### src/rtl/rr_mux_arbiter.sv
// Round-robin arbiter driving one shared valid/ready channel from N requesters.
// A requester owns the channel from the cycle after it wins until its transfer or withdrawal.
module rr_mux_arbiter #(
   parameter  int N  = 4,
   parameter  int W  = 8,
   localparam int SW = $clog2(N)
) (
   input  logic           clk,
   input  logic           rst,
   input  logic [N-1:0]   req,
   input  logic [N*W-1:0] data_in,
   output logic [N-1:0]   grant,
   output logic [SW-1:0]  sel,
   output logic           valid_out,
   output logic [W-1:0]   data_out,
   input  logic           ready_out,
   output logic           busy
);

   typedef enum logic {S_IDLE, S_OWN} state_t;

   state_t        r_state;
   state_t        w_next;
   logic [SW-1:0] r_sel;
   logic [SW-1:0] r_last;
   logic [SW-1:0] w_winner;
   logic [SW:0]   w_idx;
   logic          w_found;
   logic          w_any;
   logic          w_sel_req;
   logic [W-1:0]  w_sel_data;
   logic          w_valid;
   logic          w_xfer;

   assign w_any = |req;

   // Rotating search starting just after the last requester that completed a transfer.
   always_comb begin
      // NOTE: every variable gets a default first so no path leaves it unassigned (no latch).
      w_winner = r_last;
      w_found  = 1'b0;
      w_idx    = '0;
      for (int k = 1; k <= N; k++) begin
         w_idx = {1'b0, r_last} + (SW+1)'(k);
         if (w_idx >= (SW+1)'(N)) w_idx = w_idx - (SW+1)'(N);
         if (!w_found && req[w_idx[SW-1:0]]) begin
            w_found  = 1'b1;
            w_winner = w_idx[SW-1:0];
         end
      end
   end

   // Only the owner's lane is ever looked at, so other requesters cannot disturb the output.
   always_comb begin
      w_sel_req  = 1'b0;
      w_sel_data = '0;
      for (int i = 0; i < N; i++) begin
         if (r_sel == SW'(i)) begin
            w_sel_req  = req[i];
            w_sel_data = data_in[i*W +: W];
         end
      end
   end

   always_comb begin
      w_next = r_state;
      case (r_state)
         S_IDLE:  if (w_any) w_next = S_OWN;
         S_OWN:   if (!w_sel_req || ready_out) w_next = S_IDLE;
         default: w_next = S_IDLE;
      endcase
   end

   assign w_valid   = (r_state == S_OWN) && w_sel_req;
   assign w_xfer    = w_valid && ready_out;
   assign valid_out = w_valid;
   assign data_out  = w_valid ? w_sel_data : '0;
   assign grant     = w_xfer ? (N'(1) << r_sel) : '0;
   assign sel       = r_sel;
   assign busy      = (r_state == S_OWN);

   always_ff @(posedge clk or posedge rst) begin
      // NOTE: sequential state uses non-blocking assignments so all registers update together.
      if (rst) begin
         r_state <= S_IDLE;
         r_sel   <= '0;
         r_last  <= SW'(N-1);
      end else begin
         r_state <= w_next;
         if (r_state == S_IDLE && w_any) r_sel <= w_winner;
         // A withdrawal leaves r_last alone so the requester keeps its place in the rotation.
         if (w_xfer) r_last <= r_sel;
      end
   end

endmodule

### config.mk
export PLATFORM = sky130hd
export DESIGN_NAME = rr_mux_arbiter
export DESIGN_NICKNAME = d
export VERILOG_FILES = /design/src/rtl/rr_mux_arbiter.sv
export SDC_FILE = /design/constraint.sdc
export NUM_CORES = 1
export LEC_CHECK = 0
export ABC_AREA = 1
export CORE_MARGIN = 2
export CORE_UTILIZATION = 39
export DETAILED_ROUTE_END_ITERATION = 16
export PLACE_DENSITY = 0.86
export SETUP_SLACK_MARGIN = 0.02
export SLEW_MARGIN = 20
export SYNTH_ARGS = -nofsm -noshare
export SYNTH_HDL_FRONTEND = slang
export SYNTH_SLANG_ARGS = --single-unit
### constraint.sdc
create_clock -name clk -period 3.38 [get_ports clk]
set_clock_uncertainty 0.2 [all_clocks]
set_input_delay 0.338 -clock clk [delete_from_list [all_inputs] [get_ports clk]]
set_output_delay 0.338 -clock clk [all_outputs]
set_load 0.01 [all_outputs]
# Yosys cells after proc, flatten, opt, wreduce, memory -nomap -nowiden
# Index checks and enable logic that the tools add are counted.
[word_totals]
reg_bits = 5
latchBits = 0
ram_bits = 0
mem_bits_ro = 0
word_cells = 69
mem_count = 0
[classes]
n_addsub = 8
n_mul = 0
div_mod_pow = 0
magnitude_cmp = 8
n_eq_ne = 3
shift = 1
muxes = 32
bitwise_logic = 1
n_reduce_logical = 13
[ops]
columns = ["op", "count"]
rows = [
  ["2-to-1 mux 8 bit", 5],
  ["2-to-1 mux 2 bit", 8],
  ["2-to-1 mux 1 bit", 13],
  ["greater-or-equal comparator 3 bit (second input constant)", 4],
  ["< comparator 2 x 3 -> 1 bit (second input constant)", 4],
  ["binary-select mux 1 bit (select 2 bit)", 4],
  ["subtractor 2 x 1 -> 2 bit (second input constant)", 4],
  ["adder 2 x 2 -> 3 bit (second input constant)", 2],
  ["logical AND 1 bit", 6],
  ["equality test 2 bit (second input constant)", 2],
  ["logical NOT 1 bit", 4],
  ["2-to-1 mux 4 bit", 1],
  ["OR reduction 4 bit", 1],
  ["left shift 1 x 2 -> 4 bit (first input constant)", 1],
  ["adder 2 x 1 -> 3 bit (second input constant)", 1],
  ["adder 2 x 3 -> 3 bit (second input constant)", 1],
  ["equality test 2 x 1 -> 1 bit (second input constant)", 1],
  ["logical NOT 2 bit", 1],
  ["case mux 1 bit (2 select lines)", 1],
  ["logical OR 1 bit", 1],
  ["NOT 1 bit", 1],
]

# Longest topological paths before layout
[depth]
depth_word = 15
ltp_mapped = 12

# Worst setup path before layout
# No wires, ideal clock.
[synth_timing]
kind = "flip-flop to output port"
startpoint = "register r_sel[1], in the netlist sel[1]"
endpoint = "output port grant[0]"
arrival_ns = 1.260
slack_ns = 1.582
stages_incl_launch_ff = 11
n_path_buf = 1
cell_sequence = "dfrtp_1 > buf_6 > inv_6 > nor2_4 > nand2_2 > nand3_1 > o21ai_2 > nand2_2 > nor2_4 > inv_2 > nor3_2"
[synth_via]
elab_chain_cells = 8
word_cells_on_any_way = 12
cone_classes = "3 x eq/ne; 1 x shift; 5 x mux; 3 x reduce/logical"
[synth_lines]
columns = ["item", "line_no", "rtl"]
rows = [
  ["start: declaration", "24", "logic [SW-1:0] r_sel;"],
  ["start signal: assignment", "90", "if (r_state == S_IDLE && w_any) r_sel <= w_winner;"],
  ["logical NOT 2 bit", "58", "if (r_sel == SW'(i)) begin"],
  ["2-to-1 mux 1 bit (4 in series)", "58", ""],
  ["logical AND 1 bit", "74", "assign w_valid = (r_state == S_OWN) && w_sel_req;"],
  ["logical AND 1 bit", "75", "assign w_xfer = w_valid && ready_out;"],
  ["2-to-1 mux 4 bit (*)", "78", "assign grant = w_xfer ? (N'(1) << r_sel) : '0;"],
  ["end: declaration", "12", "output logic [N-1:0] grant,"],
]
# Every way passes the cells marked *; elsewhere a longest branch is shown, timed or not.

# Final worst setup path
[layout_timing]
startpoint = "register r_sel[0], in the netlist sel[0]"
endpoint = "output port grant[0]"
# Same word-level chain as after synthesis.

==> results by group <==
Synthesis
  – XOR/XNOR Fraction of Synth Area: 0
  – Synthesized Nets: 180
  – Post-synthesis sequential area ratio: 0.150
  – Cell area after synthesis: 853 µm²
  – Mux contribution to synthesized area: 0
  – Seq cells post-synth: 5
  – Largest family of logic cells by synthesized area: simple AND/OR/NAND/NOR gates
  – Yosys cell types: 26
  – Synth Area in Compound Gates: 0.248
  – Ys flop type: dfrtp_1
  – EDFF count, synth: 0
  – Yosys warns: 0
  – Syn Area/Cell: roughly 6.1 µm²
  – Gate Count Post-Synth: around 140
  – Synth Area in Simple Gates: 0.446
  – Adder-cell share of the synthesized area: 0
  – FFs w/ async S/R, synth: 1.00

Die
  – Initial Utilization: 0.422
  – Die Ht: ~51 µm
  – Die area: 2580 µm²
  – Die W: just over 50 µm
  – Area of the core: around 2000 µm²
  – Row cnt: 16
  – Ports: between 50 and 60

Clock network
  – Num CTS Buffers: 3
  – Root Driver: clkbuf_4
  – # hold bufs at CTS: 0
  – CTS Buffer Depth: 2
  – # clock sinks: 5
  – CTS clk-pin slew, worst paths: ~0.050 ns
  – # resized after CTS: 0
  – CTS tree: built
  – Post-CTS Setup Repair Bufs: 0
  – H-tree depth: 1
  – Clock Latency Late Sink: around 0.25 ns

Critical path
  – CP max stage delay: around 0.69 ns
  – CP Capture Point: grant[0]
  – Critical Path Sink Type: output port
  – CP max-delay cell: dfrtp_1
  – R2R Setup Slk: roughly 1.5 ns
  – Reg2reg start: sel[0]
  – CP arrival: around 2.4 ns
  – WP depth: 9
  – CP Cell Sequence: nor2_1 -> nand2_1 -> nand3_1 -> o21ai_2 -> nand2_2 -> nor2_4 -> inv_2 -> nor3_2 -> clkdlybuf4s50_1
  – CP delay by family, top: simple AND/OR/NAND/NOR gates
  – Reg-to-reg endpoint: r_last[0]
  – Worst path bufs/invs: 2
  – CP Max Fanout: 17
  – WS Path Type: reg -> out
  – Reg2Reg Depth: 8
  – Worst Setup SP: sel[0]
  – Crit path launch type: flip-flop
  – Data required, critical path: 2.84 ns

Timing
  – Final hold vios: 0
  – Pins Over Slew Limit: 0
  – Setup violations, final: 0
  – Unrepaired setup endpoints after global routing: false
  – Clock period minus worst slack: ~3 ns
  – Worst-margin pin slew: between 0.5 and 0.6 ns
  – Final period util: 0.876
  – Fmax: approximately 0.34 GHz
  – TNS Setup: 0 ns
  – Worst relative slew slack: 0.628

Pwr
  – Combinational Power Share: 0.777
  – Switching portion of total power: 0.529
  – P_sw: between 600 and 700 µW
  – Internal: around 540 µW
  – Part of the power in registers: 0.160
  – Clk pwr share: 0.063
  – Pwr Density: 827 nW/µm²
  – Peak supply drop: around 500 µV
  – Leakage: approximately 0.00059 µW

Global route
  – Number of global-route vias before repair: between 1000 and 1500
  – First-pass GRT wire length: 4.27 mm
  – GRT overflow: 0
  – GRT Resource Usage Total: 0.219
  – Antenna violations before repair: 0
  – Largest net degree at the start of global routing: 18

Finish
  – Design area: 1400 µm²
  – P&R area growth vs syn: 63.5%
  – Layout cells sized above 1: 0.161
  – Nets: approximately 230
  – Fin util: 0.690
  – Number of diodes: 0

Place
  – PortBufs: 54
  – Placed instance area: between 1000 and 1500 µm²
  – Gpl congestion: slightly below 0.8
  – Post-DP HPWL: roughly 2.1 mm

Routing
  – Wirelength per Cell: ~12 µm
  – Initial DRC count: 15
  – Pre-antenna DRT Iters: 4
  – DR DRC count: 0
  – Routed via count: between 1000 and 1500
  – ANT nets after route: 0
  – Final wirelength: 2.61 mm
  – Vias per inst: about 5

Run
  – Max_cap viols: 0

Hold path
  – Worst hold path type: in -> async

Status
  – Run status: finished, final reports clean
cell families (layout without fill, tap and decap cells):
logic type | count (synthesis) | after routing
DFF | 5 | 5
buffers and inverters | 23 | 74
and+or+nand+nor | 73 | 73
AOI/OAI and AO/OA | 40 | 40
cells in the final DEF, fill, tap and decap left out:
master,netlist,layout
a21oi_1,11,11
a41oi_1,1,1
clkbuf_1,0,1
clkbuf_4,0,3
clkdlybuf4s50_1,0,54
clkinv_1,1,1
dfrtp_1,3,3
dfstp_2,2,2
inv_1,10,10
inv_2,2,2
inv_4,1,1
inv_6,1,1
inv_8,1,1
nand2_1,37,37
nand2_2,10,10
nand2_4,4,4
nand3_1,6,6
nand3_2,1,1
nand3_4,1,1
nand4_1,1,1
nor2_1,10,10
nor2_4,2,2
nor3_2,1,1
o21ai_0,24,24
o21ai_1,2,2
o21ai_2,2,2
cell type report:
| class | count | area [µm²] |
|---|---|---|
| multi-input combinational | 113 | 592 |
| timing repair buffer | 54 | 541 |
| clock buffer | 4 | 26.3 |
| fill | 177 | 627 |
| tap | 27 | 33.8 |
| sequential | 5 | 128 |
| inverter | 16 | 75.1 |
metal layers:
| metal | routed length, µm | track usage | up-vias |
|---|---|---|---|
| li1 | - | - | 560 |
| met1 | 1050 | 0.244 | 492 |
| met2 | 1280 | 0.395 | 41 |
| met3 | 272 | 0.0685 | 2 |
| met4 | 14 | 0.0676 | 0 |
| met5 | 0 | 0 | - |
worst min path at each step:
stage	start	endpoint	cells after the start
finish	rst	sel[0]	2
global route	rst	sel[0]	2
CTS	rst	sel[0]	2
global placement	rst	sel[1]	2
floorplan	rst	busy	1
detailed placement	rst	sel[1]	2
synthesized netlist by cell type (2+ instances only):
cell     number  share of area
buf_6         3          0.040
nand3_1       6          0.035
inv_2         2         0.0088
o21ai_1       2          0.012
o21ai_0      24           0.14
nand2_1      37           0.16
nor2_1       10          0.044
nor2_4        2          0.026
dfrtp_1       3          0.088
inv_1        10          0.044
buf_4         2          0.018
o21ai_2       2          0.021
nand2_2      10          0.073
buf_2         2          0.012
a21oi_1      11          0.065
dfstp_2       2          0.062
nand2_4       4          0.053
per-stage QoR:
step	hold slack, ns	setup slack, ns	total power, µW	cells
after floorplan	-0.0849	1.58	825	141
after global placement	0.343	0.621	1060	215
after detailed placement	0.354	0.568	1090	215
after CTS	0.0811	0.407	1170	219
after global routing	0.0902	0.208	1280	219
final	0.0798	0.421	1150	219
registers in the layout, summed over array words and instances, names as in the netlist:
| register | flops |
|---|---|
| busy | 1 |
| r_last | 2 |
| sel | 2 |
power by group through the flow:
stage	clock [µW]	combinational (µW)	sequential (µW)
6_report	72.3	897	185
5_1_grt	81.1	1000	193
2_1_floorplan	0	696	128
4_1_cts	73.5	908	185
3_5_place_dp	0	905	184
3_3_place_gp	0	877	186
No activity file was read; power rests on OpenSTA's default activity.
